**src/rtl/cmp_pkg.sv**
```systemverilog
// Shared types and default sizes for the compare stage and its statistics collector.
package cmp_pkg;

    localparam int CMP_WIDTH = 8;
    localparam int CMP_CNT_W = 5;

    typedef logic [1:0] state_t;
    localparam state_t ST_IDLE = 2'd0;
    localparam state_t ST_RUN  = 2'd1;
    localparam state_t ST_DONE = 2'd2;

    typedef enum logic [1:0] {
        CMP_LT = 2'd0,
        CMP_EQ = 2'd1,
        CMP_GT = 2'd2
    } cmp_res_t;

endpackage

```
**src/rtl/cmp_unit.sv**
```systemverilog
// Combinational unsigned magnitude comparator, shared with the upstream compare stage.
module cmp_unit
    import cmp_pkg::*;
#(
    parameter int WIDTH = CMP_WIDTH
) (
    input  logic [WIDTH-1:0] a,
    input  logic [WIDTH-1:0] b,
    output cmp_res_t         res
);

    always_comb begin
        res = CMP_LT;
        if (a > b) begin
            res = CMP_GT;
        end else if (a == b) begin
            res = CMP_EQ;
        end
    end

endmodule

```
**src/rtl/cmp_stats_collector.sv**
```systemverilog
// Accepts a programmed number of operand pairs and accumulates compare statistics.
// state   | meaning
// IDLE    | waiting for start, results held
// RUN     | accepting pairs, in_ready/busy high
// DONE    | one-cycle done pulse, then back to IDLE
module cmp_stats_collector
    import cmp_pkg::*;
#(
    parameter int WIDTH = CMP_WIDTH,
    parameter int CNT_W = CMP_CNT_W
) (
    input  logic             clk,
    input  logic             rst,
    input  logic             start,
    input  logic [CNT_W-1:0] num_samp,
    input  logic             in_valid,
    output logic             in_ready,
    input  logic [WIDTH-1:0] in_a,
    input  logic [WIDTH-1:0] in_b,
    output logic             status,
    output logic             st_valid,
    output logic [CNT_W-1:0] gt_cnt,
    output logic [CNT_W-1:0] eq_cnt,
    output logic [CNT_W-1:0] lt_cnt,
    output logic [WIDTH-1:0] max_a,
    output logic             busy,
    output logic             done
);

    state_t           state_q, state_d;
    logic [CNT_W-1:0] remaining_q, remaining_d;
    logic [CNT_W-1:0] gt_q, gt_d, eq_q, eq_d, lt_q, lt_d;
    logic [WIDTH-1:0] max_q, max_d;
    logic             status_q, status_d;
    logic             st_valid_q, st_valid_d;
    cmp_res_t         res;
    logic             xfer;

    cmp_unit #(.WIDTH(WIDTH)) u_cmp (
        .a   (in_a),
        .b   (in_b),
        .res (res)
    );

    function automatic logic [CNT_W-1:0] sat_inc(input logic [CNT_W-1:0] v);
        return (&v) ? v : v + CNT_W'(1);
    endfunction

    assign xfer = in_valid && (state_q == ST_RUN);

    always_comb begin
        state_d     = state_q;
        remaining_d = remaining_q;
        gt_d        = gt_q;
        eq_d        = eq_q;
        lt_d        = lt_q;
        max_d       = max_q;
        status_d    = status_q;
        st_valid_d  = 1'b0;
        case (state_q)
            ST_IDLE: begin
                if (start) begin
                    remaining_d = num_samp;
                    gt_d        = '0;
                    eq_d        = '0;
                    lt_d        = '0;
                    max_d       = '0;
                    status_d    = 1'b0;
                    state_d     = (num_samp == '0) ? ST_DONE : ST_RUN;
                end
            end
            ST_RUN: begin
                if (xfer) begin
                    remaining_d = remaining_q - CNT_W'(1);
                    status_d    = (res == CMP_GT);
                    st_valid_d  = 1'b1;
                    case (res)
                        CMP_GT:  gt_d = sat_inc(gt_q);
                        CMP_EQ:  eq_d = sat_inc(eq_q);
                        default: lt_d = sat_inc(lt_q);
                    endcase
                    if (in_a > max_q) begin
                        max_d = in_a;
                    end
                    if (remaining_q == CNT_W'(1)) begin
                        state_d = ST_DONE;
                    end
                end
            end
            ST_DONE: state_d = ST_IDLE;
            default: state_d = ST_IDLE;
        endcase
    end

    always_ff @(posedge clk or posedge rst) begin
        if (rst) begin
            state_q     <= ST_IDLE;
            remaining_q <= '0;
            gt_q        <= '0;
            eq_q        <= '0;
            lt_q        <= '0;
            max_q       <= '0;
            status_q    <= 1'b0;
            st_valid_q  <= 1'b0;
        end else begin
            state_q     <= state_d;
            remaining_q <= remaining_d;
            gt_q        <= gt_d;
            eq_q        <= eq_d;
            lt_q        <= lt_d;
            max_q       <= max_d;
            status_q    <= status_d;
            st_valid_q  <= st_valid_d;
        end
    end

    assign in_ready = (state_q == ST_RUN);
    assign busy     = (state_q == ST_RUN);
    assign done     = (state_q == ST_DONE);
    assign status   = status_q;
    assign st_valid = st_valid_q;
    assign gt_cnt   = gt_q;
    assign eq_cnt   = eq_q;
    assign lt_cnt   = lt_q;
    assign max_a    = max_q;

endmodule

```
**config.mk**
```make
export PLATFORM = sky130hd
export DESIGN_NAME = cmp_stats_collector
export DESIGN_NICKNAME = d
export VERILOG_FILES = /design/src/rtl/cmp_pkg.sv /design/src/rtl/cmp_unit.sv /design/src/rtl/cmp_stats_collector.sv
export SDC_FILE = /design/constraint.sdc
export NUM_CORES = 1
export LEC_CHECK = 0
export ABC_AREA = 1
export CORE_UTILIZATION = 50
export CTS_CLUSTER_SIZE = 28
export DETAILED_ROUTE_END_ITERATION = 16
export PLACE_DENSITY = 0.81
export REMOVE_ABC_BUFFERS = 1
export SETUP_SLACK_MARGIN = 0.4
export SLEW_MARGIN = 40
export SYNTH_ARGS = -nofsm -noshare
export SYNTH_HDL_FRONTEND = slang
export SYNTH_SLANG_ARGS = --single-unit
export TNS_END_PERCENT = 30
```
**constraint.sdc**
```tcl
create_clock -name clk -period 2 [get_ports clk]
set_input_delay 0.6 -clock clk [delete_from_list [all_inputs] [get_ports clk]]
set_output_delay 0.6 -clock clk [all_outputs]
set_load 0.005 [all_outputs]
```
; Word-level counts from Yosys, hierarchy flattened
; Index checks and enable logic that the tools add are counted.
[totals]
elab_cells = 76
input_bits = 25
out_inout_bits = 28
reg_bits = 32
[op_classes]
mux = 32
eq_ne = 16
reduce_logical = 14
magnitude_cmp = 2
addsub = 4
[ops]
columns = op, n
row1 = $mux 5, 12
row2 = $pmux 5 s2, 4
row3 = $reduce_and 5->1, 6
row4 = $mux 8, 3
row5 = $gt 8x8->1, 2
row6 = $pmux 8 s2, 1
row7 = $add 5x1->5 const B, 3
row8 = $mux 2, 5
row9 = $ne 2x1->1 const B, 5
row10 = $ne 2x2->1 const B, 5
row11 = $eq 8x8->1, 1
row12 = $reduce_and 3->1, 2
row13 = $eq 5x1->1 const B, 1
row14 = $logic_not 5->1, 1
row15 = $mux 1, 5
row16 = $sub 5x1->5 const B, 1
row17 = $eq 2x1->1 const B, 2
row18 = $eq 2x2->1 const B, 2
row19 = $pmux 2 s2, 1
row20 = $reduce_and 4->1, 1
row21 = $logic_not 2->1, 1
row22 = $pmux 1 s2, 1
row23 = $reduce_bool 2->1, 1
row24 = $reduce_or 2->1, 1
row25 = $logic_and 1x1->1, 1

; Logic depth before layout (Yosys ltp)
; Gate-level depths: netlist (run 1).
[depth]
ltp_word = 8
ltp_mapped = 14
ltp_nobuf = 14

; By module
; A second synthesis (run 1) with hierarchy kept.
[unflattened]
cells_unflattened = 275
area_unflattened_um2 = 2135.8
[by_module_without_submodules]
columns = mod, cells_per_inst, area_each_um2, seq_area_each_um2, n_inst
row1 = cmp_stats_collector, 239, 1894.3, 800.8, 1
row2 = cmp_unit, 36, 241.5, 0.0, 1

; Worst setup path after synthesis (run 1)
; No wires, ideal clock.
[synth_path]
kind = input to register
start = input in_b[7]
end = register eq_q[2] (netlist: eq_cnt[2])
arrival_time_ns = 1.807
stages = 9
setup_slack_ns = 0.070
path_buffers = 0
setup_ns = 0.123
t_required_ns = 1.877
path_cell_list = inv_1 > ha_1 > nand2_1 > nor2_1 > nand2_1 > o21ai_0 > nand2_1 > o21ai_0 > a21oi_1
[synth_via]
elab_chain_cells = 6
word_cells_on_any_way = 7
classes_between = order compare (1) / eq/ne (3) / mux (2) / reduce/logical (1)
[synth_rtl]
columns = item, line_no
row1 = "start, declared", cmp_stats_collector.sv:19  ; input logic [WIDTH-1:0] in_b,
row2 = branches (longest 2 deep; another with $gt 8x8->1), -
row3 = $mux 2 (*), cmp_unit.sv:14  ; if (a > b) begin
row4 = $eq 2x1->1 (*), cmp_stats_collector.sv:77  ; case (res)
row5 = $ne 2x1->1 (no source line) (*), -
row6 = $reduce_and 5->1 (no source line) (*), -
row7 = "end signal, assigned", cmp_stats_collector.sv:109  ; eq_q <= eq_d;
row8 = "end, declared", cmp_stats_collector.sv:32  ; logic [CNT_W-1:0] gt_q, gt_d, eq_q, eq_d, lt_q, lt_d;
; Mark *: on every way between the ends.
; A chain may end at the register's enable or synchronous reset.

; Worst setup path after layout (run 1)
[layout_path]
start = register state_q[1]
end = register max_q[3] (netlist: max_a[3])
[layout_via]
elab_chain_cells = 4
word_cells_on_any_way = 9
classes_between = eq/ne (4) / mux (1) / reduce/logical (4)
[layout_rtl]
columns = item, line_no
row1 = "start, declared", cmp_stats_collector.sv:30  ; state_t state_q, state_d;
row2 = "start signal, assigned", cmp_stats_collector.sv:106  ; state_q <= state_d;
row3 = $eq 2x1->1, "cmp_stats_collector.sv:49, cmp_stats_collector.sv:60"
row4 = $logic_and 1x1->1, cmp_stats_collector.sv:49  ; assign xfer = in_valid && (state_q == ST_RUN);
row5 = $ne 2x1->1 (no source line), -
row6 = $reduce_and 4->1 (no source line), -
row7 = "end signal, assigned", cmp_stats_collector.sv:111  ; max_q <= max_d;
row8 = "end, declared", cmp_stats_collector.sv:33  ; logic [WIDTH-1:0] max_q, max_d;
; Parallel ways exist; a longest one is shown, timed or not.

==> results of run 1 <==
## registers in the layout, summed over array words and instances (netlist names)
signal and cells:
eq_cnt 5, gt_cnt 5, lt_cnt 5, max_a 8, remaining_q 5, st_valid 1, state_q 2, status 1
## tightest hold or removal path, stage by stage, from the launching register on
cell and delay, ps:
dfrtp_1 380, nand2_1 70, nand2_1 60
## cell families after synthesis
| logic type | count (synthesis) | share of synthesized area |
|---|---|---|
| AND/OR/NAND/NOR | 145 | 0.2881 |
| buffers and inverters | 53 | 0.09565 |
| AO/OA/AOI/OAI | 34 | 0.09392 |
| flip-flops | 32 | 0.3710 |
| XOR/XNOR | 3 | 0.01218 |
| adder cells (fa/ha/maj) | 24 | 0.1391 |
## cells in the mapped netlist, types with 2 or more instances
cell type	count
a21oi_1	8
buf_2	3
clkbuf_1	2
dfrtp_1	32
ha_1	24
inv_1	45
inv_2	2
nand2_1	78
nand2_2	2
nand3_1	26
nand3b_1	2
nand4_1	2
nor2_1	28
o211ai_1	2
o21ai_0	16
xor2_1	3
## power by group through the flow
| stage | sequential (mW) | clock [mW] | combinational [mW] |
|---|---|---|---|
| 2_1_floorplan | 1.12 | 0 | 1.06 |
| 3_3_place_gp | 1.14 | 0 | 1.96 |
| 3_5_place_dp | 1.15 | 0 | 2.01 |
| 4_1_cts | 1.08 | 0.453 | 2.80 |
| 5_1_grt | 1.15 | 0.483 | 3.97 |
| 6_report | 1.14 | 0.461 | 3.76 |
## area by class of cell
class                      count  area (µm²)
timing repair buffer         114        1086
inverter                      47       178.9
sequential                    32       802.0
tap                           50       62.56
multi-input combinational    206        1689
fill                         113       198.9
clock buffer                   5       68.82
## how the worst min path moves through the flow
stage	from	end
2_1_floorplan	status	status
6_report	lt_cnt[4]	lt_cnt[4]
3_5_place_dp	status	status
4_1_cts	status	status
5_1_grt	lt_cnt[4]	lt_cnt[4]
3_3_place_gp	lt_cnt[4]	lt_cnt[4]
## routing by layer
layer | global-route usage | part of all wire | up-vias
met4 | 0.1968 | 0.075 | 0
met5 | 0 | 0 | -
li1 | - | - | 1163
met1 | 0.3552 | 0.35 | 1323
met2 | 0.6250 | 0.48 | 276
met3 | 0.09122 | 0.097 | 94
## what timing repair did
item                       CTS  global route
pin swaps                   54            18
buffers inserted            24            12
resized for setup          183            60
setup endpoints to repair   56            58
gates cloned                 1             1
## metrics by stage
step | hold WS, ps | setup WS (ps) | TNS [ps] | utilization
6_report | 537.6 | 89.16 | 0 | 0.9513
5_1_grt | 573.5 | -6.469 | -6.469 | 0.9513
4_1_cts | 517.1 | 213.2 | 0 | 0.8680
3_5_place_dp | 489.9 | -462.7 | -9528 | 0.7076
3_3_place_gp | 496.0 | -390.1 | -7966 | 0.7076
2_1_floorplan | 472.7 | 69.71 | 0 | -
==> flow_summary.toml, run 1 <==
[power]
internal_power_mw = 2.938
switching_share = 0.4511
clockPowerShare = 0.086
ir_worst_vdd_uv = 1050
power_switching_mw = 2.415
p_comb_frac = 0.702
leakagePower_nw = 1.942
seqPwrFrac = 0.212
cellPowerDensity_nw_per_um2 = 1377
fin_total_pwr_mw = 5.353

[yosys]
synth_edf_count = 0
synth-seq-area-share = 0.3710
synth_area_um2 = 2158
synth.top_cell.area_share = 0.3710
yosysWarnings = 0
ys_top_cells_by_area = "dfrtp_1, ha_1, nand2_1"
synth_top_area_cell = "dfrtp_1"
yosysUniqueCellTypes = 32
netlist_instances = 291
synthFlopType = "dfrtp_1"
ys_async_sr_fraction = 1.000
syn_avg_cell_area_um2 = 7.417
synth.ff_latch_count = 32

[flow_run]
maxCapViolations = 0

[cts]
root_buffer = "clkbuf_8"
htreeDepth = 2
clk_pin_slew_ps = 70
cts.sinks = 32
cts_hold_buf = 0
clock_latency_ps = 290
cts_tree = "built"
cts_buffers = 5
clock_path_buffers = 2

[cells_and_area]
drive_above_1_share = 0.4629
final_common_cell = "nand2_1"
final_cells = 454
fin_nets = 455
diodes = 0
syn_to_final_growth_pct = 80.12
final_area_um2 = 3887
final_cell_mix = "nand2_1, buf_4, dfrtp_1, inv_1, clkdlybuf4s50_1"

[critical_path]
critical_path_cell_count = 13
crit_end = "max_a[3]"
crit_fanout = 6
crit_slowest_cell = "dfrtp_1"
rr_worst_depth = 13
crit_path_start = "state_q[1]"
end_kind = "register"
crit_arrival_ps = 2090
startpoint_type = "register"
reg2reg_slack_ps = 90
critPathRequiredTime_ps = 2170
cp.buffers_inverters = 6
timing.rr.end = "max_a[3]"
cp_common_cell = "inv_2"
crit_path_cell_trace = "inv_2 -> nand2_8 -> buf_12 -> buf_12 -> nor2_4 -> a21oi_2 -> inv_2 -> nand2_2 -> inv_2 -> nand2_4 -> buf_6 -> nand3_1 -> nand2_1"
setup.worst_path.class = "reg2reg"
timing.rr.start = "state_q[1]"
crit_family = "buffers and inverters"
max_stage_delay_ps = 410

[run_status]
status = "finished clean"

[sta]
max_freq_mhz = 523.3
finalCritPeriodShare = 0.9554
rsz0062_at_grt = "yes"
skew_ps = 12.75
worst_pin_slew_ps = 469.5
hold_violations = 0
max-slew-margin-rel = 0.6837
setup_viol = 0
period_needed_ps = 1911
maxSlewViolCount = 0

[grt]
antenna_found_initial = 0
grt_pass1_vias = 2557
grt.total_usage = 0.3458
grt_max_degree = 33
grt_pass1_wl_um = 11430
grt-ovfl-total = 0

[drt]
first_pass_iters = 6
vias_per_cell = 6.291
drt_iter0_markers = 292
drc_errors = 0
vias = 2856
drt_wl_total_um = 9929
wl_per_cell_um = 21.87
antenna_left = 0

[hold_path]
hp-class = "reg2reg"
holdPathStages = 2

[floorplanning]
die_y_um = 67.70
dieArea_um2 = 4583
start_util = 0.5282
num_rows = 23
io_pins = 53
core_area_um2 = 4086
die-width_um = 67.70

[placed_design]
place_inst = 411
dp_hpwl_um = 3822
place_area_um2 = 2892
io_buffers = 52
gp_congestion = 0.8462
(Power assumes the default switching activity.)
==> inputs of run 2 (changes only) <==
--- a/config.mk
+++ b/config.mk
@@ -6,10 +6,9 @@
 export NUM_CORES = 1
 export LEC_CHECK = 0
 export ABC_AREA = 1
-export CORE_UTILIZATION = 50
+export CORE_UTILIZATION = 30
 export CTS_CLUSTER_SIZE = 28
 export DETAILED_ROUTE_END_ITERATION = 16
-export PLACE_DENSITY = 0.81
 export REMOVE_ABC_BUFFERS = 1
 export SETUP_SLACK_MARGIN = 0.4
 export SLEW_MARGIN = 40
==> flow_summary.toml, run 2 (synthesis gave the netlist of run 1 again) <==
[critical_path]
startpoint_type = "register"
critPathRequiredTime_ps = 1400
crit_family = "buffers and inverters"
crit_fanout = 3
crit_slowest_cell = "clkdlybuf4s50_1"
end_kind = "output port"
cp.buffers_inverters = 1
max_stage_delay_ps = 520
setup.worst_path.class = "reg2out"
crit_arrival_ps = 1190
crit_path_cell_trace = "clkdlybuf4s50_1"

[grt]
grt_pass1_vias = 2183
grt.total_usage = 0.1700
grt_pass1_wl_um = 9949
antenna_found_initial = 1
grt-ovfl-total = 0
grt_max_degree = 33

[floorplanning]
io_pins = 53
die-width_um = 86.82
start_util = 0.3142
num_rows = 30
core_area_um2 = 6869
dieArea_um2 = 7538
die_y_um = 86.82

[cts]
cts_buffers = 5
clock_path_buffers = 2
root_buffer = "clkbuf_8"
cts_tree = "built"
htreeDepth = 2
clk_pin_slew_ps = 70
cts_hold_buf = 0
clock_latency_ps = 280
cts.sinks = 32

[power]
ir_worst_vdd_uv = 582.6
leakagePower_nw = 1.976
cellPowerDensity_nw_per_um2 = 1215

[cells_and_area]
drive_above_1_share = 0.3476
final_cells = 494
syn_to_final_growth_pct = 67.36
largest_reg_flops = 8
final_common_cell = "nand2_1"
final_cell_mix = "nand2_1, buf_4, inv_1, dfrtp_1, nor2_1"
fillers = 662
fin_nets = 445

[drt]
antenna_left = 0
vias = 2242
drt_wl_total_um = 5889
first_pass_iters = 4
drc_errors = 0
wl_per_cell_um = 11.92
drt_iter0_markers = 51
vias_per_cell = 4.538

[sta]
maxSlewViolCount = 0
hold_violations = 0
setup_viol = 0
finalCritPeriodShare = 0.8956
max-slew-margin-rel = 0.7220
worst_pin_slew_ps = 417.1
skew_ps = 8.036
setup_tns_ps = 0
max_freq_mhz = 558.3
whs_ps = 490.2
rsz0062_at_grt = "yes"
period_needed_ps = 1791

[placed_design]
gp_congestion = 0.7892
io_buffers = 52
dp_hpwl_um = 3920
place_inst = 459

[run_status]
status = "finished clean"

[flow_run]
maxCapViolations = 0

[hold_path]
hp-class = "reg2reg"
## run 2: changes by cell type in the layout (fill, tap and decap cells not counted), sizes merged
cell	before	now
dlygate4sd2	2	4
bufbuf	0	1
bufinv	0	1
clkinv	0	1
dlymetal6s2s	5	12
clkdlybuf4s50	26	18
diode	0	1
buf	79	68
## run 2: metrics by stage
stage / cell area, µm² / setup slack (ps) / utilization / power [mW]
after floorplan: 2128 / 69.71 / - / 2.175
after global placement: 2964 / -402.4 / 0.4315 / 3.114
after detailed placement: 2964 / -459.0 / 0.4315 / 3.157
after CTS: 3521 / 188.4 / 0.5126 / 4.326
after global routing: 3612 / 182.6 / 0.5259 / 4.771
final: 3612 / 208.8 / 0.5259 / 4.388
## run 2: worst paths after layout
| check | start | to | slack (ps) | depth (start not counted) |
|---|---|---|---|---|
| worst max-delay path | max_a[7] | max_a[7] | 210 | 1 |
| min in group asynchronous | rst | gt_cnt[4] | 700 | 3 |
| worst min register to register | status | status | 490 | 2 |
| max in group asynchronous | rst | state_q[0] | 980 | 3 |
| worst min-delay path | status | status | 490 | 2 |
| worst max register to register | max_a[5] | max_a[6] | 300 | 11 |
## run 2: repair_timing
item	CTS	global route
gates cloned	1	0
resized for setup	145	20
setup buffers	18	7
endpoints found under the setup margin	55	53
pin swaps	44	1
## run 2: layout make-up
type / instances / area, µm² / share of cell area
multi-input cells: 206 / 1408 / 0.3897
repair buffers: 104 / 991.0 / 0.2743
diodes: 1 / 2.502 / 0.0006928
inverters: 47 / 181.4 / 0.05023
clock inverters: 2 / 35.03 / 0.009699
flip-flops and latches: 32 / 802.0 / 0.2220
well taps: 96 / 120.1 / 0.03325
clock buffers: 6 / 72.57 / 0.02009
## run 2: routing by layer
metal	vias up	wire, µm	track usage
li1	1145	-	-
met1	1035	2710	0.2083
met2	57	2791	0.3006
met3	5	330	0.03714
met4	0	56	0.04394
met5	-	0	0
## run 2: report_power, final
part           switching, mW  total, mW  internal (mW)
sequential             0.194       1.10          0.907
combinational           1.27       2.68           1.41
clock                  0.238      0.607          0.369
